<file path="config.mk">
export PLATFORM = sky130hd
export DESIGN_NAME = cdb_arbiter
export DESIGN_NICKNAME = d
export VERILOG_FILES = /design/src/rtl/cdb_arbiter.sv
export SDC_FILE = /design/constraint.sdc
export NUM_CORES = 2
export LEC_CHECK = 0
export ABC_CLOCK_PERIOD_IN_PS = 47400
export BUFFER_PORTS_ARGS = -buffer_cell sky130_fd_sc_hd__buf_4
export CAP_MARGIN = 20
export CELL_PAD_IN_SITES_DETAIL_PLACEMENT = 1
export CELL_PAD_IN_SITES_GLOBAL_PLACEMENT = 1
export CORE_MARGIN = 10
export CORE_UTILIZATION = 44
export CTS_CLUSTER_SIZE = 40
export DETAILED_ROUTE_END_ITERATION = 10
export PLACE_DENSITY_LB_ADDON = 0.2
export SLEW_MARGIN = 25
export SYNTH_ARGS = -nofsm -noshare
export SYNTH_HDL_FRONTEND = slang
export SYNTH_SLANG_ARGS = --single-unit
</file>
<file path="constraint.sdc">
create_clock -name clk -period 47.4 [get_ports clk]
set_input_delay 9.48 -clock clk [delete_from_list [all_inputs] [get_ports clk]]
set_output_delay 9.48 -clock clk [all_outputs]
set_load 0.01 [all_outputs]
</file>
<file path="src/rtl/cdb_arbiter.sv">
// Common data bus producer: per-source result FIFOs feeding a round-robin
// arbiter that broadcasts one registered result per cycle to ROB and RS.
package cdb_pkg;
  typedef struct packed {
    logic [5:0]  rob_entry;
    logic [31:0] rd_data;
    logic [31:0] rs1_data;
    logic [31:0] rs2_data;
    logic [31:0] mem_addr;
    logic        mem_we;
    logic [1:0]  mem_size;
  } cdb_t;
endpackage

module cdb_src_fifo #(
  parameter int DEPTH = 2
) (
  input  logic                       clk,
  input  logic                       rst,
  input  logic                       push,
  input  logic                       pop,
  input  cdb_pkg::cdb_t              wdata,
  output cdb_pkg::cdb_t              rdata,
  output logic [$clog2(DEPTH):0]     count,
  output logic                       ready
);
  localparam int PW = $clog2(DEPTH);
  localparam int CW = PW + 1;

  cdb_pkg::cdb_t mem_q [DEPTH];
  cdb_pkg::cdb_t mem_d [DEPTH];
  logic [PW-1:0] wptr_q, wptr_d, rptr_q, rptr_d;
  logic [CW-1:0] cnt_q, cnt_d;

  // Pointers wrap naturally because DEPTH is a power of two.
  always_comb begin
    mem_d  = mem_q;
    wptr_d = wptr_q;
    rptr_d = rptr_q;
    cnt_d  = cnt_q;
    if (push) begin
      mem_d[wptr_q] = wdata;
      wptr_d        = wptr_q + 1'b1;
    end
    if (pop) rptr_d = rptr_q + 1'b1;
    case ({push, pop})
      2'b10:   cnt_d = cnt_q + 1'b1;
      2'b01:   cnt_d = cnt_q - 1'b1;
      default: cnt_d = cnt_q;
    endcase
  end

  always_ff @(posedge clk or posedge rst) begin
    if (rst) begin
      for (int i = 0; i < DEPTH; i++) mem_q[i] <= '0;
      wptr_q <= '0;
      rptr_q <= '0;
      cnt_q  <= '0;
    end else begin
      mem_q  <= mem_d;
      wptr_q <= wptr_d;
      rptr_q <= rptr_d;
      cnt_q  <= cnt_d;
    end
  end

  assign rdata = mem_q[rptr_q];
  assign count = cnt_q;
  assign ready = (cnt_q != CW'(DEPTH));
endmodule

module cdb_arbiter #(
  parameter int NUM_SRC    = 4,
  parameter int FIFO_DEPTH = 2
) (
  input  logic                               clk,
  input  logic                               rst,
  input  logic          [NUM_SRC-1:0]        src_valid,
  input  cdb_pkg::cdb_t [NUM_SRC-1:0]        src_data,
  output logic          [NUM_SRC-1:0]        src_ready,
  output cdb_pkg::cdb_t                      cdb,
  output logic                               cdb_en,
  output logic          [NUM_SRC-1:0]        src_granted
);
  localparam int CW = $clog2(FIFO_DEPTH) + 1;
  localparam int RW = (NUM_SRC > 1) ? $clog2(NUM_SRC) : 1;

  logic          [NUM_SRC-1:0][CW-1:0] cnt;
  cdb_pkg::cdb_t [NUM_SRC-1:0]         head;
  logic          [NUM_SRC-1:0]         nonempty, pop;

  for (genvar g = 0; g < NUM_SRC; g++) begin : g_src
    cdb_src_fifo #(.DEPTH(FIFO_DEPTH)) u_fifo (
      .clk   (clk),
      .rst   (rst),
      .push  (src_valid[g] & src_ready[g]),
      .pop   (pop[g]),
      .wdata (src_data[g]),
      .rdata (head[g]),
      .count (cnt[g]),
      .ready (src_ready[g])
    );
    assign nonempty[g] = (cnt[g] != '0);
  end

  logic [RW-1:0]      rr_ptr_q, rr_ptr_d, win;
  logic [RW:0]        cand;
  logic               found;
  cdb_pkg::cdb_t      cdb_q, cdb_d;
  logic               cdb_en_q, cdb_en_d;
  logic [NUM_SRC-1:0] gnt_q, gnt_d;

  // Search starts at rr_ptr and wraps; only pre-edge FIFO counts are seen.
  always_comb begin
    found = 1'b0;
    win   = '0;
    cand  = '0;
    for (int k = 0; k < NUM_SRC; k++) begin
      cand = {1'b0, rr_ptr_q} + (RW+1)'(k);
      if (cand >= (RW+1)'(NUM_SRC)) cand = cand - (RW+1)'(NUM_SRC);
      if (!found && nonempty[cand[RW-1:0]]) begin
        found = 1'b1;
        win   = cand[RW-1:0];
      end
    end
  end

  always_comb begin
    pop      = '0;
    rr_ptr_d = rr_ptr_q;
    cdb_d    = cdb_q;
    cdb_en_d = found;
    gnt_d    = '0;
    if (found) begin
      pop[win] = 1'b1;
      gnt_d    = NUM_SRC'(1) << win;
      cdb_d    = head[win];
      rr_ptr_d = (win == RW'(NUM_SRC - 1)) ? '0 : win + 1'b1;
    end
  end

  always_ff @(posedge clk or posedge rst) begin
    if (rst) begin
      rr_ptr_q <= '0;
      cdb_q    <= '0;
      cdb_en_q <= 1'b0;
      gnt_q    <= '0;
    end else begin
      rr_ptr_q <= rr_ptr_d;
      cdb_q    <= cdb_d;
      cdb_en_q <= cdb_en_d;
      gnt_q    <= gnt_d;
    end
  end

  assign cdb         = cdb_q;
  assign cdb_en      = cdb_en_q;
  assign src_granted = gnt_q;
endmodule

</file>
==> reports/results.ini <==
[power_and_ir_drop]
vdd_drop_max_mv = 0.0940
p_per_area_nw_per_um2 = 83.6
p_leak_nw = 30.1

[floorplan]
coreArea_sq_um = 128000
io_pins = 700
rows = 131
die_area_sq_um = 143000
die_height_microns = 379
start_util_pct = 44.4
die_w_microns = 379

[clocking]
cts_resized = 0
htreeDepth = 4
cts_buffer_depth = 3
clk_latency_ns = 0.77
postCtsSetupBuffers = 0
clock_sink_count = 1256
cts_buffers = 141
clk_pin_slew_ns = 0.06
cts_root_buf = clkbuf_16
cts_hold_buf = 0
cts_tree = built

[logic_synthesis]
ys_ff_latch = 1256
synth_top_flop_cell = dfrtp_1
synthArstFlopShare_pct = 100
yosys-top-cells-area = dfrtp_1 (55%), mux2_2 (25%), mux2i_1 (9.7%)
ys_warn_count = 0
yosysMostFrequentCell = dfrtp_1
syn_nets = 4537
synth_cells = 3979
syn_area_sq_um = 56600
avgSynthCellArea_sq_um = 14.2
synth_common_cells = dfrtp_1 (1,256), mux2_2 (1,233), mux2i_1 (548)
synth-seq-area-share_pct = 55.5
synth_cell_types = 36
yosysTopAreaCellShare_pct = 55.5
synth-edff-count = 0
yosys.area.top_type = dfrtp_1

[critical_path]
cp-end-kind = asynchronous set/reset pin
crit_type = in2async
arrival_ns = 13.02
path_max_fanout = 125
worst-endpoint-required_ns = 48.23
critPathLaunchType = input pin

[drt]
drc = 0
vias = 36400
ant_nets = 0
routedWlPerCell_microns = 28.7
dr.pass1.iters = 5
viasPerCell = 5.72
routed_wl_mm = 183
drtIter0Drc = 2133

[place]
dp_cells = 6075
portBuffers = 699
gp_routability_congestion = 0.785
hpwl_mm = 118

[sta]
setup_violations = 0
clock_skew_ns = 0.0243
fin_crit_sh_pct = 25.7
worst_pin_slew_ns = 1.08
hold_viol_final = 0
finalMaxSlewViolations = 0
max_freq_mhz = 82.0
slew_headroom_pct = 27.9
rsz0062_at_grt = no
layout_min_cycle_time_ns = 12.19
tns_ns = 0

[layout]
syn2layout_area_growth_pct = 20.1
utilization_pct = 53.3
fin_nets = 5117
final_cells = 6358
drive_gt1_share_pct = 47.9

[hold_path]
hold_class = reg2reg

[global_route]
grt_pass1_wl_mm = 268
antenna_found_initial = 53
grt_overflow = 0
grt_pass1_vias = 39900
track_usage_pct = 24.9
grt_max_degree = 184

[run_status]
status = finished clean

[flow_run]
max_cap_violations = 0

## registers in the layout, indices dropped and copies added (netlist names)
| signal | count |
|---|---|
| g_src.u_fifo.mem_q | 1096 |
| rr_ptr_q | 2 |
| cdb | 137 |
| g_src.u_fifo.wptr_q | 4 |
| src_granted | 4 |
| g_src.u_fifo.rptr_q | 4 |
| cdb_en | 1 |
| g_src.u_fifo.count | 8 |
## power breakdown
part | leakage (nW) | switching (W) | internal (W) | total (W)
logic | 13.1 | 0.00130 | 0.00133 | 0.00262
registers | 14.7 | 0.000326 | 0.00165 | 0.00197
clock network | 2.27 | 0.000446 | 0.000641 | 0.00109
## worst paths after layout
path / start / to / slack, ns / depth (start not counted)
setup / recovery: rst / g_src[3].u_fifo.mem_q[190] / 35.21 / 7
hold reg to reg: g_src[0].u_fifo.mem_q[76] / g_src[0].u_fifo.mem_q[76] / 0.50 / 1
hold / removal: g_src[0].u_fifo.mem_q[76] / g_src[0].u_fifo.mem_q[76] / 0.50 / 1
min in group asynchronous: rst / g_src[3].u_fifo.mem_q[259] / 8.85 / 2
max in group clk: src_valid[1] / g_src[1].u_fifo.mem_q[164] / 36.11 / 6
setup reg to reg: g_src[3].u_fifo.count[0] / cdb[42] / 43.53 / 7
## worst max-delay path, stage by stage
cell and delay, ns:
buf_4 0.13, inv_8 0.53, buf_12 0.34, buf_16 0.52, buf_4 0.82, buf_12 0.41
buf_16 0.48
## per-stage QoR
stage          setup WS (ns)  power (W)  hold WS, ns  instance area (sq um)
5_1_grt                34.66    0.00603        0.510                  68000
4_1_cts                34.63    0.00574        0.502                  67900
6_report               35.21    0.00569        0.500                  68000
3_3_place_gp           33.85    0.00453        0.481                  63300
2_1_floorplan           2.53    0.00381        0.468                  56600
3_5_place_dp           33.79    0.00463        0.488                  63300
## placed cells by master (no fill, tap or decap), types with 2 or more instances in the layout
cell type,netlist,layout
dfrtp_1,1256,1252
mux2_2,1233,1233
buf_4,9,748
mux2i_1,548,548
clkbuf_16,0,146
nor4_1,137,137
a31oi_1,137,137
a21boi_0,137,137
a2bb2oi_1,137,137
clkbuf_8,0,36
diode_2,0,33
clkbuf_1,191,31
clkinv_2,0,21
xnor2_1,12,12
buf_12,0,9
nor2_1,12,8
xor2_1,8,8
nand2_1,5,5
inv_6,0,5
nand2b_1,4,4
nor2_4,0,4
nand3_4,0,4
ha_1,4,4
bufinv_16,0,4
dfrtp_4,0,4
clkinv_8,0,3
buf_16,0,3
or2_1,2,2
a211o_1,2,2
nor3_4,0,2
clkinvlp_4,0,2
## logic make-up (layout without fill, tap and decap cells)
kind of cell	Yosys count	in the layout	share of synthesized area, %
buffers and inverters	326	1010	2.49
XOR/XNOR	20	20	0.309
AND/OR/NAND/NOR	173	173	1.84
multiplexers	1781	1781	34.2
flip-flops	1256	1256	55.5
AO/OA/AOI/OAI	419	419	5.58
other	0	33	0
adder cells (fa/ha/maj)	4	4	0.0884
## routing by layer
| layer | track usage (%) | vias up | share of wire (%) | wire, microns |
|---|---|---|---|---|
| li1 | - | 16000 | - | - |
| met2 | 41.6 | 781 | 49 | 89500 |
| met3 | 6.04 | 288 | 5.4 | 9930 |
| met5 | 0 | - | 0.18 | 322 |
| met1 | 31.5 | 19300 | 43 | 77700 |
| met4 | 8.66 | 50 | 2.9 | 5260 |
## cell type report
| class | instances | area [sq um] |
|---|---|---|
| diodes | 33 | 82.6 |
| well taps | 1662 | 2080 |
| inverters | 2 | 20.0 |
| clock buffers | 213 | 4270 |
| fillers | 12400 | 59600 |
| repair buffers | 761 | 5890 |
| multi-input cells | 2397 | 23900 |
| flip-flops and latches | 1256 | 31400 |
| clock inverters | 34 | 324 |
(Power assumes the default switching activity.)
